$ cat src/rtl/phys_reg_map_table_if.sv
`default_nettype none
// ============================================================================
//  Module      : phys_reg_map_table_if
//  Description : Bundle of lookup, rename, writeback and checkpoint signals
//                between the rename stage (master) and the register map
//                table (slave).
//                  lookup     : rs/rt arch reg in, phys tag + ready out
//                  rename     : dest arch reg + new tag in, old tag out
//                  complete   : CDB writeback tag in
//                  checkpoint : save / restore / clear requests in,
//                               allocated column and success flags out
//  Revision    : 1.0  initial release
// ============================================================================
interface phys_reg_map_table_if #(
    parameter int NUM_ARCH_REGS      = 32,
    parameter int NUM_PHYS_REGS      = 64,
    parameter int CHECKPOINT_COLUMNS = 4,
    parameter int ROB_DEPTH          = 16
);
    localparam int c_arch_w = $clog2(NUM_ARCH_REGS);
    localparam int c_tag_w  = $clog2(NUM_PHYS_REGS);
    localparam int c_col_w  = $clog2(CHECKPOINT_COLUMNS);
    localparam int c_rob_w  = $clog2(ROB_DEPTH);

    logic [c_arch_w-1:0] rs_arch_reg;
    logic [c_arch_w-1:0] rt_arch_reg;
    logic [c_tag_w-1:0]  rs_phys_reg_tag;
    logic                rs_ready;
    logic [c_tag_w-1:0]  rt_phys_reg_tag;
    logic                rt_ready;

    logic                rename_valid;
    logic [c_arch_w-1:0] rename_arch_reg;
    logic [c_tag_w-1:0]  rename_phys_reg_tag;
    logic [c_tag_w-1:0]  rename_old_phys_reg_tag;

    logic                complete_valid;
    logic [c_tag_w-1:0]  complete_phys_reg_tag;

    logic                save_checkpoint_valid;
    logic [c_rob_w-1:0]  save_checkpoint_ROB_index;
    logic [c_col_w-1:0]  save_checkpoint_column;
    logic                save_checkpoint_success;

    logic                restore_checkpoint_valid;
    logic [c_rob_w-1:0]  restore_checkpoint_ROB_index;
    logic [c_col_w-1:0]  restore_checkpoint_column;
    logic                restore_checkpoint_success;

    logic                clear_checkpoint_valid;
    logic [c_col_w-1:0]  clear_checkpoint_column;

    modport master (
        output rs_arch_reg, rt_arch_reg,
        input  rs_phys_reg_tag, rs_ready, rt_phys_reg_tag, rt_ready,
        output rename_valid, rename_arch_reg, rename_phys_reg_tag,
        input  rename_old_phys_reg_tag,
        output complete_valid, complete_phys_reg_tag,
        output save_checkpoint_valid, save_checkpoint_ROB_index,
        input  save_checkpoint_column, save_checkpoint_success,
        output restore_checkpoint_valid, restore_checkpoint_ROB_index,
        output restore_checkpoint_column,
        input  restore_checkpoint_success,
        output clear_checkpoint_valid, clear_checkpoint_column
    );

    modport slave (
        input  rs_arch_reg, rt_arch_reg,
        output rs_phys_reg_tag, rs_ready, rt_phys_reg_tag, rt_ready,
        input  rename_valid, rename_arch_reg, rename_phys_reg_tag,
        output rename_old_phys_reg_tag,
        input  complete_valid, complete_phys_reg_tag,
        input  save_checkpoint_valid, save_checkpoint_ROB_index,
        output save_checkpoint_column, save_checkpoint_success,
        input  restore_checkpoint_valid, restore_checkpoint_ROB_index,
        input  restore_checkpoint_column,
        output restore_checkpoint_success,
        input  clear_checkpoint_valid, clear_checkpoint_column
    );
endinterface
`default_nettype wire

$ cat src/rtl/phys_reg_map_table.sv
`default_nettype none
// ============================================================================
//  Module      : phys_reg_map_table
//  Description : Rename-stage architectural-to-physical register map with a
//                ready bit per mapping and circular per-branch checkpoint
//                columns kept in lockstep with the free list.
//  Ports       : CLK   - clock
//                nRST  - synchronous active-low reset
//                bus   - phys_reg_map_table_if.slave (lookup, rename,
//                        complete, save/restore/clear checkpoint)
//  Revision    : 1.0  initial release
// ============================================================================
module phys_reg_map_table #(
    parameter int NUM_ARCH_REGS      = 32,
    parameter int NUM_PHYS_REGS      = 64,
    parameter int CHECKPOINT_COLUMNS = 4,   // must be a power of two
    parameter int ROB_DEPTH          = 16
) (
    input  wire                  CLK,
    input  wire                  nRST,
    phys_reg_map_table_if.slave  bus
);
    localparam int c_arch_w = $clog2(NUM_ARCH_REGS);
    localparam int c_tag_w  = $clog2(NUM_PHYS_REGS);
    localparam int c_col_w  = $clog2(CHECKPOINT_COLUMNS);
    localparam int c_rob_w  = $clog2(ROB_DEPTH);

    // ---------------------------------------------------------------- state
    logic [c_tag_w-1:0]       r_map      [NUM_ARCH_REGS];
    logic [NUM_ARCH_REGS-1:0] r_ready;
    logic [c_tag_w-1:0]       r_cp_map   [CHECKPOINT_COLUMNS][NUM_ARCH_REGS];
    logic [NUM_ARCH_REGS-1:0] r_cp_ready [CHECKPOINT_COLUMNS];
    logic [c_rob_w-1:0]       r_cp_rob   [CHECKPOINT_COLUMNS];
    logic [CHECKPOINT_COLUMNS-1:0] r_cp_valid;
    logic [c_col_w-1:0]       r_tail;

    // ------------------------------------------------------------ functions
    function automatic logic f_cdb_hit(
        input logic [c_tag_w-1:0] tag,
        input logic               cv,
        input logic [c_tag_w-1:0] ctag
    );
        return cv && (tag == ctag);
    endfunction

    // --------------------------------------------------------- combinational
    logic                          w_restore_ok;
    logic                          w_save_ok;
    logic                          w_rename_we;
    logic [NUM_ARCH_REGS-1:0]      w_ready_cmp;   // live ready incl. CDB
    logic [CHECKPOINT_COLUMNS-1:0] w_kill;        // columns dropped by restore
    logic [c_col_w-1:0]            w_span;

    assign w_restore_ok = bus.restore_checkpoint_valid
                       && r_cp_valid[bus.restore_checkpoint_column]
                       && (r_cp_rob[bus.restore_checkpoint_column]
                           == bus.restore_checkpoint_ROB_index);

    // A successful restore squashes everything younger, so the same-cycle
    // rename and save belong to the wrong path and are dropped.
    assign w_save_ok   = bus.save_checkpoint_valid && !r_cp_valid[r_tail]
                      && !w_restore_ok;
    assign w_rename_we = bus.rename_valid && (bus.rename_arch_reg != '0)
                      && !w_restore_ok;

    // Number of columns from the restored one up to the old tail. A span of
    // zero with a valid restore column means the ring is full: kill all.
    assign w_span = r_tail - bus.restore_checkpoint_column;

    always_comb begin
        w_ready_cmp = '0;
        w_kill      = '0;
        for (int i = 0; i < NUM_ARCH_REGS; i++) begin
            w_ready_cmp[i] = r_ready[i]
                           | f_cdb_hit(r_map[i], bus.complete_valid,
                                       bus.complete_phys_reg_tag);
        end
        for (int k = 0; k < CHECKPOINT_COLUMNS; k++) begin
            logic [c_col_w-1:0] v_off;
            v_off     = c_col_w'(k) - bus.restore_checkpoint_column;
            w_kill[k] = w_restore_ok && ((w_span == '0) || (v_off < w_span));
        end
    end

    // --------------------------------------------------------------- outputs
    assign bus.rs_phys_reg_tag = r_map[bus.rs_arch_reg];
    assign bus.rs_ready        = r_ready[bus.rs_arch_reg]
                               | f_cdb_hit(r_map[bus.rs_arch_reg],
                                           bus.complete_valid,
                                           bus.complete_phys_reg_tag);
    assign bus.rt_phys_reg_tag = r_map[bus.rt_arch_reg];
    assign bus.rt_ready        = r_ready[bus.rt_arch_reg]
                               | f_cdb_hit(r_map[bus.rt_arch_reg],
                                           bus.complete_valid,
                                           bus.complete_phys_reg_tag);

    assign bus.rename_old_phys_reg_tag = (bus.rename_arch_reg == '0)
                                       ? '0 : r_map[bus.rename_arch_reg];

    assign bus.save_checkpoint_column     = r_tail;
    assign bus.save_checkpoint_success    = w_save_ok;
    assign bus.restore_checkpoint_success = w_restore_ok;

    // ------------------------------------------------------------ sequential
    always_ff @(posedge CLK) begin
        if (!nRST) begin
            for (int i = 0; i < NUM_ARCH_REGS; i++) begin
                r_map[i] <= c_tag_w'(i);
            end
            r_ready <= '1;
            for (int c = 0; c < CHECKPOINT_COLUMNS; c++) begin
                for (int i = 0; i < NUM_ARCH_REGS; i++) begin
                    r_cp_map[c][i] <= '0;
                end
                r_cp_ready[c] <= '0;
                r_cp_rob[c]   <= '0;
            end
            r_cp_valid <= '0;
            r_tail     <= '0;
        end else begin
            // Live map
            if (w_restore_ok) begin
                for (int i = 0; i < NUM_ARCH_REGS; i++) begin
                    r_map[i]   <= r_cp_map[bus.restore_checkpoint_column][i];
                    r_ready[i] <= r_cp_ready[bus.restore_checkpoint_column][i]
                                | f_cdb_hit(
                                      r_cp_map[bus.restore_checkpoint_column][i],
                                      bus.complete_valid,
                                      bus.complete_phys_reg_tag);
                end
            end else begin
                r_ready <= w_ready_cmp;
                // Written after the CDB update so a rename of the same tag wins
                if (w_rename_we) begin
                    r_map[bus.rename_arch_reg]   <= bus.rename_phys_reg_tag;
                    r_ready[bus.rename_arch_reg] <= 1'b0;
                end
            end

            // Writebacks keep snapshots current so a restore sees them
            for (int c = 0; c < CHECKPOINT_COLUMNS; c++) begin
                for (int i = 0; i < NUM_ARCH_REGS; i++) begin
                    r_cp_ready[c][i] <= r_cp_ready[c][i]
                                      | f_cdb_hit(r_cp_map[c][i],
                                                  bus.complete_valid,
                                                  bus.complete_phys_reg_tag);
                end
                if (w_kill[c] || (bus.clear_checkpoint_valid
                                  && (bus.clear_checkpoint_column
                                      == c_col_w'(c)))) begin
                    r_cp_valid[c] <= 1'b0;
                end
            end

            // Save comes after clear so a save to the cleared column wins;
            // snapshot is the pre-rename map with the same-cycle writeback.
            if (w_save_ok) begin
                r_cp_map[r_tail]   <= r_map;
                r_cp_ready[r_tail] <= w_ready_cmp;
                r_cp_rob[r_tail]   <= bus.save_checkpoint_ROB_index;
                r_cp_valid[r_tail] <= 1'b1;
                r_tail             <= r_tail + c_col_w'(1);
            end

            if (w_restore_ok) begin
                r_tail <= bus.restore_checkpoint_column + c_col_w'(1);
            end
        end
    end
endmodule
`default_nettype wire

$ cat src/flat_wrapper.sv
// flat-port wrapper written by rule: the top's interface ports become plain ports
module phys_reg_map_table_flat 
#(
    parameter int NUM_ARCH_REGS      = 32,
    parameter int NUM_PHYS_REGS      = 64,
    parameter int CHECKPOINT_COLUMNS = 4,                            
    parameter int ROB_DEPTH          = 16
)
  (CLK, nRST, bus_rs_arch_reg, bus_rt_arch_reg, bus_rs_phys_reg_tag, bus_rs_ready, bus_rt_phys_reg_tag, bus_rt_ready, bus_rename_valid, bus_rename_arch_reg, bus_rename_phys_reg_tag, bus_rename_old_phys_reg_tag, bus_complete_valid, bus_complete_phys_reg_tag, bus_save_checkpoint_valid, bus_save_checkpoint_ROB_index, bus_save_checkpoint_column, bus_save_checkpoint_success, bus_restore_checkpoint_valid, bus_restore_checkpoint_ROB_index, bus_restore_checkpoint_column, bus_restore_checkpoint_success, bus_clear_checkpoint_valid, bus_clear_checkpoint_column);
  phys_reg_map_table_if #(.NUM_ARCH_REGS(NUM_ARCH_REGS), .NUM_PHYS_REGS(NUM_PHYS_REGS), .CHECKPOINT_COLUMNS(CHECKPOINT_COLUMNS), .ROB_DEPTH(ROB_DEPTH)) bus_i ();
  input  wire CLK;
  input  wire nRST;
  input wire logic [$bits(bus_i.rs_arch_reg)-1:0] bus_rs_arch_reg;
  input wire logic [$bits(bus_i.rt_arch_reg)-1:0] bus_rt_arch_reg;
  output wire logic [$bits(bus_i.rs_phys_reg_tag)-1:0] bus_rs_phys_reg_tag;
  output wire logic [$bits(bus_i.rs_ready)-1:0] bus_rs_ready;
  output wire logic [$bits(bus_i.rt_phys_reg_tag)-1:0] bus_rt_phys_reg_tag;
  output wire logic [$bits(bus_i.rt_ready)-1:0] bus_rt_ready;
  input wire logic [$bits(bus_i.rename_valid)-1:0] bus_rename_valid;
  input wire logic [$bits(bus_i.rename_arch_reg)-1:0] bus_rename_arch_reg;
  input wire logic [$bits(bus_i.rename_phys_reg_tag)-1:0] bus_rename_phys_reg_tag;
  output wire logic [$bits(bus_i.rename_old_phys_reg_tag)-1:0] bus_rename_old_phys_reg_tag;
  input wire logic [$bits(bus_i.complete_valid)-1:0] bus_complete_valid;
  input wire logic [$bits(bus_i.complete_phys_reg_tag)-1:0] bus_complete_phys_reg_tag;
  input wire logic [$bits(bus_i.save_checkpoint_valid)-1:0] bus_save_checkpoint_valid;
  input wire logic [$bits(bus_i.save_checkpoint_ROB_index)-1:0] bus_save_checkpoint_ROB_index;
  output wire logic [$bits(bus_i.save_checkpoint_column)-1:0] bus_save_checkpoint_column;
  output wire logic [$bits(bus_i.save_checkpoint_success)-1:0] bus_save_checkpoint_success;
  input wire logic [$bits(bus_i.restore_checkpoint_valid)-1:0] bus_restore_checkpoint_valid;
  input wire logic [$bits(bus_i.restore_checkpoint_ROB_index)-1:0] bus_restore_checkpoint_ROB_index;
  input wire logic [$bits(bus_i.restore_checkpoint_column)-1:0] bus_restore_checkpoint_column;
  output wire logic [$bits(bus_i.restore_checkpoint_success)-1:0] bus_restore_checkpoint_success;
  input wire logic [$bits(bus_i.clear_checkpoint_valid)-1:0] bus_clear_checkpoint_valid;
  input wire logic [$bits(bus_i.clear_checkpoint_column)-1:0] bus_clear_checkpoint_column;
  assign bus_i.rs_arch_reg = bus_rs_arch_reg;
  assign bus_i.rt_arch_reg = bus_rt_arch_reg;
  assign bus_rs_phys_reg_tag = bus_i.rs_phys_reg_tag;
  assign bus_rs_ready = bus_i.rs_ready;
  assign bus_rt_phys_reg_tag = bus_i.rt_phys_reg_tag;
  assign bus_rt_ready = bus_i.rt_ready;
  assign bus_i.rename_valid = bus_rename_valid;
  assign bus_i.rename_arch_reg = bus_rename_arch_reg;
  assign bus_i.rename_phys_reg_tag = bus_rename_phys_reg_tag;
  assign bus_rename_old_phys_reg_tag = bus_i.rename_old_phys_reg_tag;
  assign bus_i.complete_valid = bus_complete_valid;
  assign bus_i.complete_phys_reg_tag = bus_complete_phys_reg_tag;
  assign bus_i.save_checkpoint_valid = bus_save_checkpoint_valid;
  assign bus_i.save_checkpoint_ROB_index = bus_save_checkpoint_ROB_index;
  assign bus_save_checkpoint_column = bus_i.save_checkpoint_column;
  assign bus_save_checkpoint_success = bus_i.save_checkpoint_success;
  assign bus_i.restore_checkpoint_valid = bus_restore_checkpoint_valid;
  assign bus_i.restore_checkpoint_ROB_index = bus_restore_checkpoint_ROB_index;
  assign bus_i.restore_checkpoint_column = bus_restore_checkpoint_column;
  assign bus_restore_checkpoint_success = bus_i.restore_checkpoint_success;
  assign bus_i.clear_checkpoint_valid = bus_clear_checkpoint_valid;
  assign bus_i.clear_checkpoint_column = bus_clear_checkpoint_column;
  phys_reg_map_table #(.NUM_ARCH_REGS(NUM_ARCH_REGS), .NUM_PHYS_REGS(NUM_PHYS_REGS), .CHECKPOINT_COLUMNS(CHECKPOINT_COLUMNS), .ROB_DEPTH(ROB_DEPTH)) u_core (.CLK(CLK), .nRST(nRST), .bus(bus_i));
endmodule
$ cat config.mk
export PLATFORM = sky130hd
export DESIGN_NAME = phys_reg_map_table_flat
export DESIGN_NICKNAME = d
export VERILOG_FILES = /design/src/rtl/phys_reg_map_table_if.sv /design/src/rtl/phys_reg_map_table.sv /design/src/flat_wrapper.sv
export SDC_FILE = /design/constraint.sdc
export NUM_CORES = 2
export LEC_CHECK = 0
export ABC_AREA = 1
export ABC_CLOCK_PERIOD_IN_PS = 10800
export CORE_ASPECT_RATIO = 2
export CORE_MARGIN = 3
export CORE_UTILIZATION = 45
export DETAILED_ROUTE_END_ITERATION = 10
export HOLD_SLACK_MARGIN = 0.02
export SLEW_MARGIN = 20
export SYNTH_ARGS = -nofsm -noshare
export SYNTH_HDL_FRONTEND = slang
export SYNTH_SLANG_ARGS = --single-unit
export TNS_END_PERCENT = 50
$ cat constraint.sdc
create_clock -name CLK -period 10.8 [get_ports CLK]
set_input_delay 2.7 -clock CLK [delete_from_list [all_inputs] [get_ports CLK]]
set_output_delay 2.7 -clock CLK [all_outputs]
set_load 0.01 [all_outputs]
==> flow_summary.ini <==
[outcome]
outcome = completed

[synthesis]
yosys_register_bits = 1142
yosysSeqAreaShare_pct = 46.16
syn_std_cell_area_um2 = 66520
synth_top_area_cells = sky130_fd_sc_hd__edfxtp_1 35%, sky130_fd_sc_hd__dfxtp_1 11%, sky130_fd_sc_hd__nand2_1 9.3%, sky130_fd_sc_hd__nor2_1 6.3%, sky130_fd_sc_hd__nand3_1 4.3%
yosys.cell_count.top_type = sky130_fd_sc_hd__nand2_1
yosysTopAreaCell = sky130_fd_sc_hd__edfxtp_1
synth-async-reset-ratio_pct = 0
postSynthNetCount = 8408
post_synth.cell_area_avg_um2 = 7.963
synthesis.yosys.warnings = 0
synth.cells.most_frequent = 1,653 x sky130_fd_sc_hd__nand2_1, 1,121 x sky130_fd_sc_hd__nor2_1, 784 x sky130_fd_sc_hd__edfxtp_1
postSynthCellCount = 8354
synth_largest_type_area_fraction_pct = 35.39
synth_cell_types = 43
synth_ff_type = sky130_fd_sc_hd__edfxtp_1
synth-edff-count = 784

[detailed_routing]
wirelength_um = 329000
drc = 0
vias = 68310
detail_route.first_pass.iterations = 8
detail_route.iter0.violations = 8744
drt_antenna_net_count = 0
route.detailed.vias_per_inst = 6.811
drt-wirelength-per-cell_um = 32.80

[critical_path]
regToRegEndpoint = u_core.r_cp_map[0][122]$_SDFFCE_PN0P_
critical_path_peak_fanout = 71
cp-end-kind = output pin
crit_path_start_kind = primary input
crit-reg2reg-launch = u_core.bus.save_checkpoint_column[1]$_SDFFE_PN0P_
worst-endpoint-arrival_ps = 6860
worst-r2r-setup-slack_ps = 6420
path_class = primary input to output pin
worst-r2r-cell-count = 9
cp_data_required_time_ps = 8100

[clock_tree]
clock_insertion_delay_worst_skew_ps = 750
ctsRootBufferMaster = sky130_fd_sc_hd__clkbuf_16
cts.repair.resized = 0
clock_tree.htree_level_count = 3
cts_setup_buffers = 0
clk_path_buf_depth = 3
numCtsBuffers = 105
hold_buffers = 0
clock_sinks = 1142
cts_tree = yes
clk_pin_slew_ps = 70

[flow_run]
maxCapViolations = 0

[sta]
grt_setup_unrepaired = no
whs_ps = 505.9
worst-slew-pin-transition_ps = 1217
finalCriticalPeriod_ps = 9561
setup_total_neg_slack_ps = 0
achievable-frequency_mhz = 104.6
final.setup_skew_ps = 31.81
worst_slew_slack_as_a_fraction_of_its_limit_pct = 18.70
report.final.hold_viol_count = 0
final_min_period_over_clock_period_pct = 88.53
setup-violations-final = 0
drv_slew = 0

[floorplanning]
floorplan.initialDensity_pct = 45.28
chipHeight_um = 549.7
num_io_pins = 70
floorplan.die_area_um2 = 152800
die_w_um = 277.9
placement_rows = 199
core-area_um2 = 146900

[power_and_ir_drop]
power_leakage_uw = 0.02713
clk_pwr_share_pct = 36.9
switching_part_of_the_total_power_pct = 30.34
design_power_total_uw = 10930
power_density_nw_per_um2 = 151.9
intPower_uw = 7615
power.share.sequential_pct = 47.0
peakVddDrop_v = 0.0001362
total_switching_power_uw = 3316
power.combinational.fraction_pct = 16.0

[final_layout]
layout.nets = 8067
post_route_cells_drive_above_1_share_pct = 5.305
area_growth_pct = 8.146

[global_routing]
grt_antenna_before_repair = 17
grt_start_max_net_pins = 134
grt_pass1_wl_um = 463400
global_route.usage.total_pct = 41.67
global_route.overflow_total = 0
first_global_vias = 66120

[min_path]
hold_path_depth = 2
hold_path.class = flip-flop to flip-flop
hold_path_startpoint = u_core.r_map[155]$_SDFFE_PN0P_
min_delay_worst_endpoint = u_core.r_map[155]$_SDFFE_PN0P_

[placement]
number_of_port_buffers = 69
hpwlAfterDp_um = 216700
gpl.final_weighted_congestion = 1.033
==> cell usage in the layout (no fill, tap or decap), types with 44 or more instances in the layout <==
master and count:
sky130_fd_sc_hd__clkdlybuf4s50_1 56, sky130_fd_sc_hd__a31oi_1 101, sky130_fd_sc_hd__inv_1 472, sky130_fd_sc_hd__nand2_1 1642, sky130_fd_sc_hd__a211oi_1 45, sky130_fd_sc_hd__o21ai_0 550
sky130_fd_sc_hd__clkbuf_16 109, sky130_fd_sc_hd__nand3_1 574, sky130_fd_sc_hd__dfxtp_1 358, sky130_fd_sc_hd__o211ai_1 133, sky130_fd_sc_hd__buf_4 122, sky130_fd_sc_hd__o21ai_1 60
sky130_fd_sc_hd__a21oi_1 340, sky130_fd_sc_hd__nor3_1 44, sky130_fd_sc_hd__or2_2 64, sky130_fd_sc_hd__edfxtp_1 784, sky130_fd_sc_hd__nor2_1 1118, sky130_fd_sc_hd__nor4_1 68
sky130_fd_sc_hd__o22ai_1 311, sky130_fd_sc_hd__xor2_1 173, sky130_fd_sc_hd__a22oi_1 235, sky130_fd_sc_hd__a41oi_1 47, sky130_fd_sc_hd__o2111ai_1 78, sky130_fd_sc_hd__xnor2_1 173
sky130_fd_sc_hd__a221oi_1 109, sky130_fd_sc_hd__nand4_1 84
==> flip-flops by register name, summed over array words and instances (netlist names) <==
name	cells
u_core.r_cp_map	768
u_core.r_map	192
u_core.r_cp_ready	128
u_core.r_ready	32
u_core.r_cp_rob	16
u_core.r_cp_valid	4
u_core.bus.save_checkpoint_column	2
==> per-layer routing <==
layer	vias up	share of wire (%)	track usage, %
met3	1830	8.9	8.362
met1	33010	32	42.35
met4	14	12	40.47
met2	4737	48	70.77
met5	-	0.038	0
li1	28720	-	-
==> worst max path at each step <==
stage	startpoint	endpoint	slack, ps	cells past startpoint
after detailed placement	bus_rs_arch_reg[0]	bus_rs_ready	1750	18
after global routing	bus_rs_arch_reg[0]	bus_rs_ready	1010	17
after CTS	bus_rs_arch_reg[0]	bus_rs_ready	1740	18
after global placement	bus_rs_arch_reg[0]	bus_rs_ready	1730	18
after floorplan	bus_restore_checkpoint_column[0]	u_core.r_cp_map[1][0]$_SDFFCE_PN0P_	890	12
final	bus_rs_arch_reg[0]	bus_rs_ready	1240	17
==> critical path, stage by stage <==
cell and delay [ps]:
sky130_fd_sc_hd__buf_4 580, sky130_fd_sc_hd__clkinv_2 1030, sky130_fd_sc_hd__buf_4 570, sky130_fd_sc_hd__nand2_1 100, sky130_fd_sc_hd__nand3_1 70, sky130_fd_sc_hd__nand3_1 110, sky130_fd_sc_hd__nand2_1 90, sky130_fd_sc_hd__nand2_1 90
sky130_fd_sc_hd__nand3_1 130, sky130_fd_sc_hd__nand2_1 130, sky130_fd_sc_hd__nand2_1 60, sky130_fd_sc_hd__nand2_1 80, sky130_fd_sc_hd__nand3_1 80, sky130_fd_sc_hd__nor2_1 120, sky130_fd_sc_hd__nand2_1 70, sky130_fd_sc_hd__nand2_1 210
sky130_fd_sc_hd__clkdlybuf4s50_1 590
==> logic make-up after synthesis <==
kind of cell               Yosys count  share of synthesized area (%)
AOI/OAI and AO/OA                 2084                          19.76
xor gates and xnor gates           346                          4.556
adders and majority gates            8                         0.1505
buffers and inverters             1154                          6.899
DFF                               1142                          46.16
and+or+nand+nor                   3620                          22.47
==> layout make-up <==
class | instances | area, um^2
diodes | 15 | 37.54
clock buffers | 139 | 2984
clock inverters | 60 | 634.4
fillers | 14420 | 74960
inverters | 502 | 1939
multi-input cells | 6058 | 31340
flip-flops and latches | 1142 | 30710
well taps | 1909 | 2389
repair buffers | 204 | 1906
==> power by group through the flow <==
stage	logic (uW)	clock network [uW]	registers (uW)
2_1_floorplan	1030	0	5180
3_3_place_gp	1680	0	5220
3_5_place_dp	1690	0	5230
4_1_cts	1700	4030	5130
5_1_grt	1840	4190	5160
6_report	1750	4040	5140
==> per-stage QoR <==
step                      cells  area, um^2  setup slack (ps)  util [%]
final                     10030       71940              1239     48.97
after global routing      10020       71920              1006     48.96
after CTS                 10010       71900              1743     48.94
after detailed placement   9815       68280              1746     46.48
after global placement     9815       68280              1732     46.48
after floorplan            8354       66520             890.8         -
Note: power is estimated with default switching activity, not from simulation.
